$ cat src/rtl/fifo_wr_arb_pkg.sv
// Shared definitions for the two-requester FIFO write arbiter.
package fifo_wr_arb_pkg;

  localparam int DATA_W = 8;

  typedef enum logic [1:0] {
    IDLE = 2'd0,
    OWN0 = 2'd1,
    OWN1 = 2'd2
  } arb_state_e;

  // A burst closes on a byte flagged last or on the byte that reaches the cap.
  function automatic logic burst_done(input logic [3:0] cnt_next,
                                      input logic [3:0] max_cnt,
                                      input logic       last);
    return last || (cnt_next == max_cnt);
  endfunction

endpackage

$ cat src/rtl/fifo_wr_arb_rr_pick2.sv
// Two-way round-robin pick; ptr names the requester served last.
module rr_pick2 (
  input  logic       req0,
  input  logic       req1,
  input  logic       ptr,
  output logic [1:0] pick
);

  // one-hot choice, the requester not served last wins a tie
  always_comb begin
    pick = 2'b00;
    if (req0 && req1) begin
      pick = ptr ? 2'b01 : 2'b10;
    end else if (req0) begin
      pick = 2'b01;
    end else if (req1) begin
      pick = 2'b10;
    end else begin
      pick = 2'b00;
    end
  end

endmodule

$ cat src/rtl/fifo_wr_arb.sv
// Grants one of two byte requesters the FIFO write port for a bounded burst.
module fifo_wr_arb
  import fifo_wr_arb_pkg::*;
#(
  parameter int MAXBURST = 8
) (
  input  logic              ck,
  input  logic              rst,
  input  logic              req0,
  input  logic              req1,
  input  logic [DATA_W-1:0] d0,
  input  logic [DATA_W-1:0] d1,
  input  logic              last0,
  input  logic              last1,
  input  logic              Ffull,
  output logic              gnt0,
  output logic              gnt1,
  output logic              ack0,
  output logic              ack1,
  output logic              Wen,
  output logic [DATA_W-1:0] Din
);

  localparam logic [3:0] MAXB_C = 4'(MAXBURST);

  arb_state_e  state_r, state_nxt_s;
  logic [3:0]  cnt_r, cnt_nxt_s;
  logic        ptr_r, ptr_nxt_s;
  logic [1:0]  pick_s;
  logic        own_req_s, own_last_s, oth_req_s, wen_s, done_s;

  rr_pick2 u_pick (
    .req0 (req0),
    .req1 (req1),
    .ptr  (ptr_r),
    .pick (pick_s)
  );

  assign gnt0 = (state_r == OWN0);
  assign gnt1 = (state_r == OWN1);

  // state, burst count and last-served pointer; pointer resets to 1 so req0 wins the first tie
  always_ff @(posedge ck or posedge rst) begin
    if (rst) begin
      state_r <= IDLE;
      cnt_r   <= 4'd0;
      ptr_r   <= 1'b1;
    end else begin
      state_r <= state_nxt_s;
      cnt_r   <= cnt_nxt_s;
      ptr_r   <= ptr_nxt_s;
    end
  end

  // owner's request/last/data and the combinational write strobe
  always_comb begin
    own_req_s  = 1'b0;
    own_last_s = 1'b0;
    oth_req_s  = 1'b0;
    Din        = {DATA_W{1'b0}};
    case (state_r)
      OWN0: begin
        own_req_s  = req0;
        own_last_s = last0;
        oth_req_s  = req1;
        Din        = d0;
      end
      OWN1: begin
        own_req_s  = req1;
        own_last_s = last1;
        oth_req_s  = req0;
        Din        = d1;
      end
      default: begin
        own_req_s  = 1'b0;
        own_last_s = 1'b0;
        oth_req_s  = 1'b0;
        Din        = {DATA_W{1'b0}};
      end
    endcase
    wen_s = own_req_s & ~Ffull;
    Wen   = wen_s;
    ack0  = wen_s & gnt0;
    ack1  = wen_s & gnt1;
  end

  // next grant; a finishing owner hands straight over to a waiting peer
  always_comb begin
    state_nxt_s = state_r;
    cnt_nxt_s   = cnt_r;
    ptr_nxt_s   = ptr_r;
    done_s      = 1'b0;
    case (state_r)
      IDLE: begin
        cnt_nxt_s = 4'd0;
        if (pick_s[0]) begin
          state_nxt_s = OWN0;
        end else if (pick_s[1]) begin
          state_nxt_s = OWN1;
        end else begin
          state_nxt_s = IDLE;
        end
      end
      OWN0, OWN1: begin
        if (!own_req_s) begin
          done_s = 1'b1;
        end else if (wen_s) begin
          cnt_nxt_s = cnt_r + 4'd1;
          done_s    = burst_done(cnt_r + 4'd1, MAXB_C, own_last_s);
        end else begin
          done_s = 1'b0;
        end
        if (done_s) begin
          ptr_nxt_s = (state_r == OWN1);
          cnt_nxt_s = 4'd0;
          if (oth_req_s) begin
            state_nxt_s = (state_r == OWN0) ? OWN1 : OWN0;
          end else begin
            state_nxt_s = IDLE;
          end
        end else begin
          state_nxt_s = state_r;
        end
      end
      default: begin
        state_nxt_s = IDLE;
        cnt_nxt_s   = 4'd0;
      end
    endcase
  end

endmodule

$ cat config.mk
export PLATFORM = sky130hd
export DESIGN_NAME = fifo_wr_arb
export DESIGN_NICKNAME = d
export VERILOG_FILES = /design/src/rtl/fifo_wr_arb_pkg.sv /design/src/rtl/fifo_wr_arb_rr_pick2.sv /design/src/rtl/fifo_wr_arb.sv
export SDC_FILE = /design/constraint.sdc
export NUM_CORES = 1
export LEC_CHECK = 0
export CORE_MARGIN = 3
export CORE_UTILIZATION = 39
export CTS_BUF_LIST = sky130_fd_sc_hd__clkbuf_16
export CTS_CLUSTER_SIZE = 30
export DETAILED_ROUTE_END_ITERATION = 10
export PLACE_DENSITY = 0.78
export SYNTH_ARGS = -nofsm -noshare
export SYNTH_HDL_FRONTEND = slang
export SYNTH_SLANG_ARGS = --single-unit
$ cat constraint.sdc
create_clock -name ck -period 1.9 [get_ports ck]
set_input_delay 0.19 -clock ck [delete_from_list [all_inputs] [get_ports ck]]
set_output_delay 0.19 -clock ck [all_outputs]
set_load 0.01 [all_outputs]
==> results.toml <==
[pwr]
power.density_mw_per_mm2 = 1090
ir_drop_mv = 1.21
p_int_mw = 0.871
p_leak_nw = 0.551
power_switching_mw = 0.488
share_comb_of_total_power = 0.588
p_total_mw = 1.36
p_clk_frac = 0.251
power_frac_seq = 0.160
netSwitchingFraction = 0.359

[route]
ant_nets = 0
drt_iter0_markers = 28
wl_per_cell_um = 14.9
drc = 0
vias = 791
viasPerCell = 5.14
drtPass1Iterations = 5
wl_mm = 2.29

[timing]
layout_min_cycle_time_ns = 1.89
setup_viol = 0
rsz0062_at_grt = "yes"
slew_viol_final = 0
maxSlewHeadroom = 0.824
worstMarginPinSlew_ns = 0.263
clock_skew_ns = 0.000634
hold_viol = 0
max_freq_mhz = 530
fin_ws_ns = 0.0117
finalCritPeriodShare = 0.994

[critical_path]
critPathLaunchType = "flip-flop"
r2r_end = "state_r[1]$_DFFE_PP0P_"
reg2reg_slack_ns = 0.01
arrival_ns = 1.99
path_max_fanout = 11
rr_worst_depth = 8
crit_path_end_kind = "flip-flop"
rr_startpoint = "state_r[0]$_DFFE_PP0P_"
path_class = "reg -> reg"
crit_required_ns = 2.00

[clock_network]
cts_tree = "yes"
insertion_delay_ns = 0.22
htreeDepth = 1
path_clk_slew_ns = 0.03
clock_tree.root_cell = "clkbuf_16"
postCtsHoldBufs = 0
cts_made_buffers = 3
cts.path.max_buffers = 2
cts_sinks = 7

[die]
die_w_um = 48.9
dieArea_mm2 = 0.00239
num_rows = 14
initial_core_util = 0.446
core_mm2 = 0.00161
fp.dieH_um = 48.9
ios = 36

[grt]
grt_pass1_wl_mm = 3.67
track_usage = 0.190
grt_overflow_total = 0
antenna_found_initial = 0
grt_max_degree = 13
grt_pass1_vias = 779

[cells_and_area]
drive_gt1_frac = 0.192
syn2layout_area_growth_pct = 74.2
fillCellCount = 121
layout.nets = 160
n_antenna_cell = 0
fin_util = 0.776
final_cells = 154

[place]
dp_cells = 148
post-dp-hpwl_mm = 1.70
placement.io_buffers = 35
post-place-ws_ns = -0.0471
gp_congestion = 0.706

[logic_synthesis]
netlist.area_leader.share = 0.209
ys_warn_count = 0
synth_nets = 114
netlist_instances = 85
ys_async_sr_fraction = 1.00
synthDistinctLibCells = 28
synthFlopType = "dfrtp_1"
synth-edff-count = 0
syn_area_um2 = 718
ys_top_cells_by_area = "dfrtp_1, ha_1, a22oi_1"
syn_avg_cell_area_um2 = 8.45
seq_area_frac_synth = 0.246
ys_ff_latch = 7
netlist.top_cell.by_area = "dfrtp_1"

[worst_hold_path]
hold_path_class = "in -> async"

[outcome]
status = "complete, no violations"

[flow_run]
maxCapViolCount = 0
## critical path, cell delays in order, from the launching register on
cell      delay, ns
dfrtp_1        0.38
buf_4          0.16
ha_4           0.16
buf_4          0.17
a22oi_2        0.17
o31ai_4        0.11
a31oi_4        0.21
o21bai_4       0.09
mux2_4         0.31
## power groups by stage
stage / Combinational (mW) / Clock [mW] / Sequential [mW]
floorplan: 0.448 / 0 / 0.211
global placement: 0.746 / 0 / 0.217
detailed placement: 0.762 / 0 / 0.220
CTS: 0.755 / 0.346 / 0.217
global route: 0.869 / 0.359 / 0.223
finish: 0.800 / 0.341 / 0.218
## area by class of cell
type | count | area (um^2) | area share
tap | 24 | 30.0 | 0.0240
multi-input combinational | 70 | 533 | 0.426
clock inverter | 1 | 3.75 | 0.00300
sequential | 7 | 176 | 0.141
timing repair buffer | 45 | 418 | 0.334
inverter | 4 | 15.0 | 0.0120
clock buffer | 3 | 75.1 | 0.0600
## synth_stat cells, drive strengths merged (2+ instances only)
library cell  count
and2              2
dfrtp             6
nor2b             9
nand3b            2
a22oi            10
a31oi             2
inv               4
clkbuf            4
nand2            13
mux2i             3
ha                6
o21ai             3
nor2              5
a21oi             4
## state kept, by name, summed over array words and instances, names as in the netlist
signal and cells:
cnt_r 4, ptr_r 1, state_r 2
## metrics by stage
stage / setup TNS, ns / hold slack, ns / area [um^2]
floorplan: 0 / -0.00733 / 718
global placement: 0 / 0.428 / 1140
detailed placement: -0.0982 / 0.432 / 1140
CTS: 0 / 0.196 / 1220
global route: -0.115 / 0.218 / 1250
finish: 0 / 0.192 / 1250
## metal layers
layer	wire length, um	vias to the layer above	GRT usage
met3	103	4	0.0550
met1	962	365	0.223
met2	1200	28	0.339
met4	25	0	0.0379
met5	0	-	0
li1	-	394	-
## kinds of logic after synthesis
kind of cell	synth area share
and+or+nand+nor	0.251
AOI/OAI and AO/OA	0.294
buffers and inverters	0.0418
DFF	0.246
adders and majority gates	0.105
muxes	0.0627
## how the worst max path moves through the flow
stage | startpoint | to | slack [ns] | cells after the start
global placement | req0 | ack0 | 0.03 | 7
detailed placement | state_r[1]$_DFFE_PP0P_ | ack1 | -0.05 | 8
global route | state_r[0]$_DFFE_PP0P_ | state_r[1]$_DFFE_PP0P_ | -0.05 | 8
CTS | state_r[1]$_DFFE_PP0P_ | state_r[1]$_DFFE_PP0P_ | 0.04 | 8
finish | state_r[0]$_DFFE_PP0P_ | state_r[1]$_DFFE_PP0P_ | 0.01 | 8
floorplan | state_r[0]$_DFFE_PP0P_ | state_r[1]$_DFFE_PP0P_ | 0.15 | 7
## cell usage in the layout (no fill, tap or decap), types with 3 or more instances in the layout
master	count
ha_1	4
nand2_1	13
inv_1	4
a21oi_1	3
o21ai_0	3
clkbuf_16	3
buf_4	9
clkdlybuf4s50_1	24
dfrtp_1	6
nor2b_1	9
dlygate4sd2_1	9
mux2i_1	3
nor2_1	4
a22oi_1	9
## repair_timing
item                                    in CTS  in global routing
setup buffers                                1                  1
pin swaps                                    0                  2
gates resized for setup                     14                  6
endpoints found under the setup margin      13                 10
endpoints found under the hold margin        0                  0
Note: power is estimated with default switching activity, not from simulation.
